File: src/rtl/label_sram_pkg.sv
// Shared types and defaults for the label SRAM arbiter.
package label_sram_pkg;
  localparam int DEF_AW   = 10;
  localparam int DEF_DW   = 8;
  localparam int STARVE_W = 4;

  typedef enum logic [1:0] {
    OWN_NONE = 2'd0,
    OWN_M0   = 2'd1,
    OWN_M1   = 2'd2
  } owner_t;
endpackage

File: src/rtl/label_sram_arb_if.sv
// One requester port of the label SRAM arbiter (request + read return).
interface label_sram_arb_if #(
  parameter int AW = 10,
  parameter int DW = 8
);
  logic          req;
  logic          we;
  logic [AW-1:0] addr;
  logic [DW-1:0] wdata;
  logic          gnt;
  logic          rvalid;
  logic [DW-1:0] rdata;

  modport master (output req, we, addr, wdata, input gnt, rvalid, rdata);
  modport slave  (input req, we, addr, wdata, output gnt, rvalid, rdata);
endinterface

File: src/rtl/label_sram_prio.sv
// Fixed-priority grant (m0 high) with a starvation override for m1,
// plus the next value of the m1 starvation counter.
module label_sram_prio
  import label_sram_pkg::*;
#(
  parameter int STARVE_MAX = 4
) (
  input  logic                req0,
  input  logic                req1,
  input  logic [STARVE_W-1:0] starve_cnt,
  output logic                gnt0,
  output logic                gnt1,
  output logic [STARVE_W-1:0] starve_nxt
);
  localparam logic [STARVE_W-1:0] SMAX = STARVE_W'(STARVE_MAX);

  logic force1;

  // m1 wins when it has waited SMAX cycles, otherwise m0 has priority.
  always_comb begin
    force1 = req1 && (starve_cnt == SMAX);
    gnt1   = force1 || (req1 && !req0);
    gnt0   = req0 && !force1;
  end

  // Count consecutive denied m1 cycles; any grant or idle cycle restarts it.
  always_comb begin
    starve_nxt = '0;
    if (req1 && !gnt1)
      starve_nxt = (starve_cnt >= SMAX) ? SMAX : starve_cnt + 1'b1;
  end
endmodule

File: src/rtl/label_sram_arb.sv
// Two-requester arbiter for the single-port 1024x8 label SRAM.
// One access per cycle; read data returns one cycle after the grant and
// is steered to the requester recorded in rd_own.
module label_sram_arb
  import label_sram_pkg::*;
#(
  parameter int AW         = DEF_AW,
  parameter int DW         = DEF_DW,
  parameter int STARVE_MAX = 4
) (
  input  logic             clk,
  input  logic             reset,
  label_sram_arb_if.slave  m0,
  label_sram_arb_if.slave  m1,
  output logic [AW-1:0]    sram_a,
  output logic [DW-1:0]    sram_d,
  output logic             sram_wen,
  input  logic [DW-1:0]    sram_q,
  output logic             busy
);
  logic                req0, req1, gnt0, gnt1;
  logic [STARVE_W-1:0] starve_cnt, starve_nxt;
  owner_t              rd_own, rd_own_nxt;

  // Requests are masked while reset is asserted so no grant or SRAM
  // strobe can leak out during reset.
  assign req0 = m0.req & reset;
  assign req1 = m1.req & reset;

  label_sram_prio #(.STARVE_MAX(STARVE_MAX)) u_prio (
    .req0       (req0),
    .req1       (req1),
    .starve_cnt (starve_cnt),
    .gnt0       (gnt0),
    .gnt1       (gnt1),
    .starve_nxt (starve_nxt)
  );

  assign m0.gnt = gnt0;
  assign m1.gnt = gnt1;

  // SRAM port mux: granted requester drives, idle bus parks at 0 / wen high.
  always_comb begin
    sram_a     = '0;
    sram_d     = '0;
    sram_wen   = 1'b1;
    rd_own_nxt = OWN_NONE;
    if (gnt0) begin
      sram_a   = m0.addr;
      sram_d   = m0.wdata;
      sram_wen = ~m0.we;
      if (!m0.we) rd_own_nxt = OWN_M0;
    end else if (gnt1) begin
      sram_a   = m1.addr;
      sram_d   = m1.wdata;
      sram_wen = ~m1.we;
      if (!m1.we) rd_own_nxt = OWN_M1;
    end
  end

  // Starvation counter and read-return owner; reset drops any pending return.
  always_ff @(posedge clk or negedge reset) begin
    if (!reset) begin
      starve_cnt <= '0;
      rd_own     <= OWN_NONE;
    end else begin
      starve_cnt <= starve_nxt;
      rd_own     <= rd_own_nxt;
    end
  end

  assign m0.rvalid = (rd_own == OWN_M0);
  assign m1.rvalid = (rd_own == OWN_M1);
  assign m0.rdata  = m0.rvalid ? sram_q : '0;
  assign m1.rdata  = m1.rvalid ? sram_q : '0;

  assign busy = (rd_own != OWN_NONE) | req0 | req1;
endmodule

File: src/flat_wrapper.sv
// flat-port wrapper written by rule: the top's interface ports become plain ports
module label_sram_arb_flat import label_sram_pkg::*;
#(
  parameter int AW         = DEF_AW,
  parameter int DW         = DEF_DW,
  parameter int STARVE_MAX = 4
)
  (clk, reset, sram_a, sram_d, sram_wen, sram_q, busy, m0_req, m0_we, m0_addr, m0_wdata, m0_gnt, m0_rvalid, m0_rdata, m1_req, m1_we, m1_addr, m1_wdata, m1_gnt, m1_rvalid, m1_rdata);
  label_sram_arb_if #(.AW(AW), .DW(DW)) m0_i ();
  label_sram_arb_if #(.AW(AW), .DW(DW)) m1_i ();
  input  logic clk;
  input  logic reset;
  output logic [AW-1:0] sram_a;
  output logic [DW-1:0] sram_d;
  output logic sram_wen;
  input  logic [DW-1:0] sram_q;
  output logic busy;
  input wire logic [$bits(m0_i.req)-1:0] m0_req;
  input wire logic [$bits(m0_i.we)-1:0] m0_we;
  input wire logic [$bits(m0_i.addr)-1:0] m0_addr;
  input wire logic [$bits(m0_i.wdata)-1:0] m0_wdata;
  output wire logic [$bits(m0_i.gnt)-1:0] m0_gnt;
  output wire logic [$bits(m0_i.rvalid)-1:0] m0_rvalid;
  output wire logic [$bits(m0_i.rdata)-1:0] m0_rdata;
  input wire logic [$bits(m1_i.req)-1:0] m1_req;
  input wire logic [$bits(m1_i.we)-1:0] m1_we;
  input wire logic [$bits(m1_i.addr)-1:0] m1_addr;
  input wire logic [$bits(m1_i.wdata)-1:0] m1_wdata;
  output wire logic [$bits(m1_i.gnt)-1:0] m1_gnt;
  output wire logic [$bits(m1_i.rvalid)-1:0] m1_rvalid;
  output wire logic [$bits(m1_i.rdata)-1:0] m1_rdata;
  assign m0_i.req = m0_req;
  assign m0_i.we = m0_we;
  assign m0_i.addr = m0_addr;
  assign m0_i.wdata = m0_wdata;
  assign m0_gnt = m0_i.gnt;
  assign m0_rvalid = m0_i.rvalid;
  assign m0_rdata = m0_i.rdata;
  assign m1_i.req = m1_req;
  assign m1_i.we = m1_we;
  assign m1_i.addr = m1_addr;
  assign m1_i.wdata = m1_wdata;
  assign m1_gnt = m1_i.gnt;
  assign m1_rvalid = m1_i.rvalid;
  assign m1_rdata = m1_i.rdata;
  label_sram_arb #(.AW(AW), .DW(DW), .STARVE_MAX(STARVE_MAX)) u_core (.clk(clk), .reset(reset), .m0(m0_i), .m1(m1_i), .sram_a(sram_a), .sram_d(sram_d), .sram_wen(sram_wen), .sram_q(sram_q), .busy(busy));
endmodule
File: config.mk
export PLATFORM = sky130hd
export DESIGN_NAME = label_sram_arb_flat
export DESIGN_NICKNAME = d
export VERILOG_FILES = /design/src/rtl/label_sram_pkg.sv /design/src/rtl/label_sram_arb_if.sv /design/src/rtl/label_sram_prio.sv /design/src/rtl/label_sram_arb.sv /design/src/flat_wrapper.sv
export SDC_FILE = /design/constraint.sdc
export NUM_CORES = 1
export LEC_CHECK = 0
export CORE_MARGIN = 3
export CORE_UTILIZATION = 25
export CTS_CLUSTER_SIZE = 20
export DETAILED_ROUTE_END_ITERATION = 6
export HOLD_SLACK_MARGIN = 0.12
export PLACE_DENSITY = 0.85
export SLEW_MARGIN = 0
export SYNTH_ARGS = -nofsm -noshare
export SYNTH_HDL_FRONTEND = slang
export SYNTH_SLANG_ARGS = --single-unit
File: constraint.sdc
create_clock -name clk -period 2.7 [get_ports clk]
set_clock_uncertainty 0.2 [all_clocks]
set_input_delay 0.54 -clock clk [delete_from_list [all_inputs] [get_ports clk]]
set_output_delay 0.54 -clock clk [all_outputs]
set_load 0.005 [all_outputs]
Word level (Yosys, flattened, before mapping)
Index checks and enable logic that the tools add are counted.
{"block": "classes", "n_addsub": 1, "n_lt_le_gt_ge": 1, "n_eq_ne": 3, "mux": 14, "bitwise": 6, "n_reduce_logical": 9}
{"op": "$mux 8", "n": 4}
{"op": "$mux 10", "n": 2}
{"op": "$mux 4", "n": 2}
{"op": "$mux 2", "n": 3}
{"op": "$add 4x1->4 const B", "n": 1}
{"op": "$eq 4x3->1 const B", "n": 1}
{"op": "$ge 4x3->1 const B", "n": 1}
{"op": "$logic_and 1x1->1", "n": 4}
{"op": "$logic_not 1->1", "n": 3}
{"op": "$mux 1", "n": 3}
{"op": "$and 1x1->1", "n": 2}
{"op": "$eq 2x1->1 const B", "n": 1}
{"op": "$eq 2x2->1 const B", "n": 1}
{"op": "$not 1->1", "n": 2}
{"op": "$or 1x1->1", "n": 2}
{"op": "$reduce_bool 2->1", "n": 1}
{"op": "$logic_or 1x1->1", "n": 1}
{"block": "word_totals", "ff_bits": 6, "elab_cells": 36}

Depth between registers and ports, before layout
Gate-level depths: netlist of run 1.
{"block": "logic_depth", "depth_word": 7, "depth_mapped": 6}

Hierarchy
A second synthesis of run 1 with hierarchy kept.
{"block": "unflattened", "hier_cells": 76, "area_unflattened_um2": 635.6}
{"mod": "label_sram_arb", "n_inst": 1, "cells_per_inst": 59, "area_each_um2": 525.5}
{"mod": "label_sram_prio", "n_inst": 1, "cells_per_inst": 17, "area_each_um2": 110.1}

Worst setup path after synthesis of run 1
Ideal clock, no wire load.
{"block": "synth_path", "path_type": "register -> output", "startpoint": "register u_core.starve_cnt[0]", "endpoint": "output port sram_a[0]", "arrival_time_ps": 1256, "path_slack_ps": 704, "path_stages_with_launch": 7, "path_cell_list": "dfrtp_1 > inv_1 > ha_1 > nand4b_1 > and3_4 > buf_6 > a22o_1"}
{"block": "synth_between", "elab_chain_cells": 5, "elab_cells_between_ends": 7}
{"item": "from (decl)", "line_no": "label_sram_arb.sv:22", "source": "logic [STARVE_W-1:0] starve_cnt, starve_nxt;"}
{"item": "from (signal assigned)", "line_no": "label_sram_arb.sv:67", "source": "starve_cnt <= starve_nxt;"}
{"item": "$eq 4x3->1", "line_no": "label_sram_prio.sv:21", "source": "force1 = req1 && (starve_cnt == SMAX);"}
{"item": "$logic_and 1x1->1", "line_no": "label_sram_prio.sv:21"}
{"item": "$logic_not 1->1", "line_no": "label_sram_prio.sv:23", "source": "gnt0 = req0 && !force1;"}
{"item": "$logic_and 1x1->1", "line_no": "label_sram_prio.sv:23"}
{"item": "net m0_gnt", "line_no": "flat_wrapper.sv:22", "source": "output wire logic [$bits(m0_i.gnt)-1:0] m0_gnt;"}
{"item": "$mux 10", "line_no": "label_sram_arb.sv:48", "source": "if (gnt0) begin"}
{"item": "to (decl)", "line_no": "flat_wrapper.sv:13", "source": "output logic [AW-1:0] sram_a;"}
The timed path passes the listed nets, and every way through them passes these cells.

Worst setup path in the final report of run 1
{"block": "layout_path", "startpoint": "register u_core.starve_cnt[1]", "endpoint": "output port sram_a[3]"}
{"block": "layout_between", "elab_chain_cells": 5, "elab_cells_between_ends": 7}
{"item": "$eq 4x3->1 *", "line_no": "label_sram_prio.sv:21"}
{"item": "$logic_and 1x1->1 *", "line_no": "label_sram_prio.sv:21"}
{"item": "$logic_or 1x1->1 or $logic_not 1->1 (tied branches)", "line_no": "label_sram_prio.sv:22, label_sram_prio.sv:23"}
{"item": "$mux 10 or $logic_and 1x1->1 (tied branches)", "line_no": "label_sram_arb.sv:53, label_sram_prio.sv:23"}
{"item": "$mux 10 *", "line_no": "label_sram_arb.sv:48"}
Every way passes the cells marked *; elsewhere a longest branch is shown, timed or not.

==> flow_summary.yaml, run 1 <==
logic_synthesis:
  post-synth-top-area-cell: "a22o_1"
  netlist_area_sq_um: 618
  synth_seq_area_share_pct: 24.3
  synth_seq_cells: 6
  synth.distinct_cells: 23
  yosysWarnings: 0
  syn_nets: 125
  synthCells: 73
  synth_top_area_share_pct: 25.5
  synth_area_leaders: "a22o_1 26%, dfrtp_1 24%, and2_1 16%, ha_1 4.0%, nor2b_1 4.0%"
  avgSynthCellArea_sq_um: 8.47
placement:
  dp_hpwl_um: 2300
  place_area_sq_um: 1530
  portBuffers: 89
  place_ws_ns: -0.270
  gp_congestion: 0.783
  placedCellCount: 188
route:
  routed_wl_um: 3430
  via_count: 1023
  dr.pass1.iters: 4
  ant_nets: 0
  routed_via_density: 4.89
  drt_iter0_markers: 7
  avgRoutedWirePerCell_um: 16.4
  drc: 0
clock_tree:
  htreeDepth: 1
  root_buffer: "clkbuf_4"
  clkLatencyLatePin_ns: 0.25
  cts_max_path_buffers: 2
  tritoncts: "done"
  clk_pin_slew_ns: 0.05
  numClockSinks: 6
  cts_buffers: 3
  hold_buffers: 0
power_and_ir_drop:
  power.density_nw_per_um2: 220
  ir_worst_vdd_uv: 214
  power_leakage_nw: 0.779
finish:
  fillerInstances: 168
  num_antenna_cells: 0
  final_common_cell: "clkdlybuf4s50_1"
  area.growth.synth_to_final_pct: 173
  drive_gt1_share_pct: 21.0
  final_cell_mix: "65 x clkdlybuf4s50_1, 18 x a22o_1, 16 x and2_1, 16 x buf_4, 10 x clkbuf_2"
  fin_nets: 235
  final_area_sq_um: 1690
  final-instance-count-excl-fill: 209
floorplanning:
  dieArea_sq_um: 3100
  io_pins: 90
  rows: 17
  die_width_um: 55.7
  start_util_pct: 27.2
  die_h_um: 55.7
  coreArea_sq_um: 2280
global_routing:
  grt_pass1_vias: 1070
  grt_antenna_before_repair: 0
  grt_max_degree: 11
  overflow: 0
  grt_pass1_wl_um: 5100
  grt_usage_pct: 20.7
outcome:
  outcome: "completed"
timing:
  finalSetupViolCount: 0
  final.period_utilization_pct: 96.7
  fmax_mhz: 383
  period_minus_slack_ns: 2.61
  finalHoldViolations: 0
  drv_slew: 0
  fin_ws_ns: 0.0884
worst_setup_path:
  worstPathMaxFanout: 5
  arrival_ns: 1.87
  required_ns: 1.96
  setup.worst_path.end_class: "output pin"
  startpoint_type: "register"
  crit_type: "reg -> out"
min_path:
  hold_path.class: "reg -> reg"
job:
  max_cap_violations: 0
-- routing by layer --
layer / share of wire [%] / global-route usage, %
met1: 39 / 23.2
met2: 51 / 37.0
met3: 8.1 / 4.64
met4: 1.7 / 9.03
met5: 0 / 0
-- critical path, cell delays in order, from the launching register on --
cell,delay (ns)
dfrtp_1,0.38
inv_1,0.06
ha_2,0.18
nand3b_1,0.15
a21oi_4,0.22
buf_4,0.14
buf_6,0.11
a22o_1,0.16
clkdlybuf4s15_1,0.21
-- kinds of logic (layout without fill, tap and decap cells) --
family,Yosys count,count (layout),synth area share [%]
compound gates,24,24,31.0
other cells,1,1,0.607
buf+inv,9,114,8.30
fa+ha+maj,2,2,4.05
simple gates,31,34,31.8
flops,6,6,24.3
-- synth_stat cells --
master / instances
nor4b_1: 1
nor4_1: 1
nand3_1: 1
nand2_1: 3
a22o_1: 18
dfrtp_1: 6
and4_1: 1
ha_1: 2
o21ai_0: 2
nor2_1: 1
buf_6: 2
a21boi_0: 1
conb_1: 1
a31oi_1: 1
a21oi_1: 2
nand3b_1: 1
nand4b_1: 1
and3_4: 1
buf_2: 2
nor2b_1: 4
clkbuf_1: 2
and2_1: 16
inv_1: 3
-- through the flow --
step	power (mW)	hold WS [ns]	TNS (ns)	utilization, %
2_1_floorplan	0.141	0.0444	0	-
3_3_place_gp	0.271	0.256	-3.15	67.4
3_5_place_dp	0.274	0.280	-4.80	67.4
4_1_cts	0.370	0.302	0	74.1
5_1_grt	0.395	0.320	-0.0399	74.2
6_report	0.372	0.305	0	74.2
-- repair_timing --
item                       CTS  global route
setup buffers               10             3
pin swaps                    7             2
setup endpoints to repair   22            16
resized for setup           40            21
cloned                       5             0
-- power breakdown --
part           switching (mW)  internal [mW]  leakage (nW)
clock                  0.0352         0.0505        0.0138
combinational          0.0604          0.131         0.685
sequential            0.00231         0.0928        0.0802
-- final timing paths --
check                                startpoint              endpoint  slack [ns]  cells after the start
hold / removal             u_core.starve_cnt[3]  u_core.starve_cnt[1]        0.30                      1
min in group asynchronous                 reset  u_core.starve_cnt[3]        0.34                      2
max in group asynchronous                 reset  u_core.starve_cnt[0]        1.83                      2
setup reg to reg           u_core.starve_cnt[1]      u_core.rd_own[0]        0.98                      7
hold reg to reg            u_core.starve_cnt[3]  u_core.starve_cnt[1]        0.30                      1
setup / recovery           u_core.starve_cnt[1]             sram_a[3]        0.09                      8
-- state kept, by name (all words and copies together), names as in the netlist --
name / count
u_core.rd_own: 2
u_core.starve_cnt: 4
-- layout make-up --
class / count / area [sq um] / area share [%]
well taps: 28 / 35.0 / 2.07
multi-input cells: 61 / 464 / 27.5
inverters: 3 / 11.3 / 0.667
repair buffers: 108 / 1010 / 59.6
flip-flops and latches: 6 / 150 / 8.89
clock buffers: 3 / 22.5 / 1.33
No activity file was read; power rests on OpenSTA's default activity.
==> inputs of run 2 (changes only) <==
--- a/config.mk
+++ b/config.mk
@@ -6,11 +6,12 @@
 export NUM_CORES = 1
 export LEC_CHECK = 0
 export CORE_MARGIN = 3
-export CORE_UTILIZATION = 25
+export CORE_UTILIZATION = 26
+export CTS_BUF_LIST = sky130_fd_sc_hd__clkbuf_8
 export CTS_CLUSTER_SIZE = 20
 export DETAILED_ROUTE_END_ITERATION = 6
 export HOLD_SLACK_MARGIN = 0.12
-export PLACE_DENSITY = 0.85
+export PLACE_DENSITY = 0.88
 export SLEW_MARGIN = 0
 export SYNTH_ARGS = -nofsm -noshare
 export SYNTH_HDL_FRONTEND = slang
==> flow_summary.yaml, run 2 (synthesis results as in run 1) <==
timing:
  finalSetupTns_ns: 0
  rsz0062_at_grt: "no"
  fmax_mhz: 377
  final.period_utilization_pct: 98.1
  period_minus_slack_ns: 2.65
  finalHoldViolations: 0
  hold_slack_ns: 0.307
  finalSetupViolCount: 0
  drv_slew: 0
worst_setup_path:
  crit_chain: "dlygate4sd2_1 -> nand4b_1 -> buf_4 -> and3_4 -> a22o_1 -> dlygate4sd2_1"
  path_buf_inv: 3
  crit_type: "in -> out"
  critPathMaxStageDelay_ns: 0.28
  startpoint_type: "input pin"
  arrival_ns: 1.91
  path_delay_family: "buffers and inverters"
  worstPathMaxFanout: 5
  required_ns: 1.96
  setup.worst_path.end_class: "output pin"
  cp_common_cell: "dlygate4sd2_1"
  worst_path_max_delay_cell: "dlygate4sd2_1"
floorplanning:
  start_util_pct: 27.7
  die_width_um: 54.8
  io_pins: 90
  rows: 17
  die_h_um: 54.8
  coreArea_sq_um: 2230
  dieArea_sq_um: 3000
clock_tree:
  clkLatencyLatePin_ns: 0.22
  cts_max_path_buffers: 2
  tritoncts: "done"
  root_buffer: "clkbuf_8"
  clk_pin_slew_ns: 0.03
  numClockSinks: 6
  htreeDepth: 1
  cts_buffers: 3
route:
  routed_via_density: 5.02
  drc: 0
  drt_iter0_markers: 15
  ant_nets: 0
  avgRoutedWirePerCell_um: 16.9
  routed_wl_um: 3470
  dr.pass1.iters: 4
  via_count: 1029
min_path:
  hold_path.class: "reg -> reg"
finish:
  fin_nets: 231
  multi_input_area_sq_um: 455
  final_cell_mix: "66 x clkdlybuf4s50_1, 18 x a22o_1, 18 x dlygate4sd2_1, 16 x and2_1, 14 x buf_4"
  top_register: "u_core.starve_cnt"
  drive_gt1_share_pct: 16.9
  fin_util_pct: 74.6
  top_regs: "u_core.starve_cnt: 4 flops, u_core.rd_own: 2 flops"
  final-instance-count-excl-fill: 205
  num_antenna_cells: 0
  largest_reg_flops: 4
  final_common_cell: "clkdlybuf4s50_1"
  fillerInstances: 164
  seq_area_sq_um: 150
  area.growth.synth_to_final_pct: 169
global_routing:
  grt_antenna_before_repair: 0
  grt_pass1_vias: 987
  overflow: 0
  grt_usage_pct: 21.1
  grt_max_degree: 12
  grt_pass1_wl_um: 4430
job:
  max_cap_violations: 0
placement:
  gp_congestion: 0.705
  placedCellCount: 189
  portBuffers: 89
  dp_hpwl_um: 2570
power_and_ir_drop:
  power_leakage_nw: 0.777
  power.total_mw: 0.411
  power.density_nw_per_um2: 247
  ir_worst_vdd_uv: 350
outcome:
  outcome: "completed"
-- run 2: cell count changes in the layout (fill, tap and decap cells not counted), moves of 3 or more --
| cell | previous run | this run |
|---|---|---|
| clkbuf_2 | 10 | 4 |
| clkbuf_4 | 3 | 0 |
| clkdlybuf4s15_1 | 7 | 0 |
| dlygate4sd2_1 | 4 | 18 |
| clkbuf_8 | 0 | 3 |
-- run 2: timing repair --
action | in CTS | in global routing
gates resized for setup | 32 | 8
setup endpoints to repair | 21 | 19
cloned | 2 | 0
setup buffers | 7 | 4
hold buffers | 0 | 0
pin swaps | 3 | 3
-- run 2: cell type report --
type / count / share of cell area [%]
inverters: 3 / 0.676
flip-flops and latches: 6 / 9.02
well taps: 28 / 2.10
clock buffers: 3 / 2.48
repair buffers: 105 / 58.4
multi-input cells: 60 / 27.3
-- run 2: per-layer routing --
layer	wire, um	up-vias	GRT usage, %
met5	0	-	0
met4	52	0	9.13
met3	307	8	5.99
met1	1190	484	21.5
li1	-	481	-
met2	1920	56	39.2
-- run 2: through the flow --
stage	setup slack [ns]	area, sq um
final	0.0506	1670
after global routing	0.00399	1670
after CTS	0.0000719	1640
after detailed placement	-0.268	1540
after global placement	-0.171	1540
after floorplan	0.704	618
-- run 2: worst register-to-register path, cell delays in order, from the launching register on --
cell and delay, ns:
dfrtp_1 0.38, inv_2 0.08, ha_4 0.14, nand4b_1 0.19
and3_4 0.24, buf_2 0.15, buf_4 0.14, nor2b_1 0.12
-- run 2: final timing paths --
| kind | from | endpoint | slack (ns) | depth (start not counted) |
|---|---|---|---|---|
| min reg2reg | u_core.starve_cnt[3] | u_core.starve_cnt[0] | 0.31 | 1 |
| min | u_core.starve_cnt[3] | u_core.starve_cnt[0] | 0.31 | 1 |
| max reg2reg | u_core.starve_cnt[0] | u_core.rd_own[0] | 0.96 | 7 |
| min in group asynchronous | reset | u_core.starve_cnt[3] | 0.33 | 2 |
| max in group asynchronous | reset | u_core.rd_own[1] | 1.84 | 2 |
| max | m1_req | sram_a[8] | 0.05 | 6 |
-- run 2: power breakdown --
group          total [mW]  leakage [nW]  internal, mW  switching (mW)
clock network       0.132        0.0216        0.0956          0.0368
registers          0.0956        0.0802        0.0931         0.00247
logic               0.183         0.675         0.125          0.0581
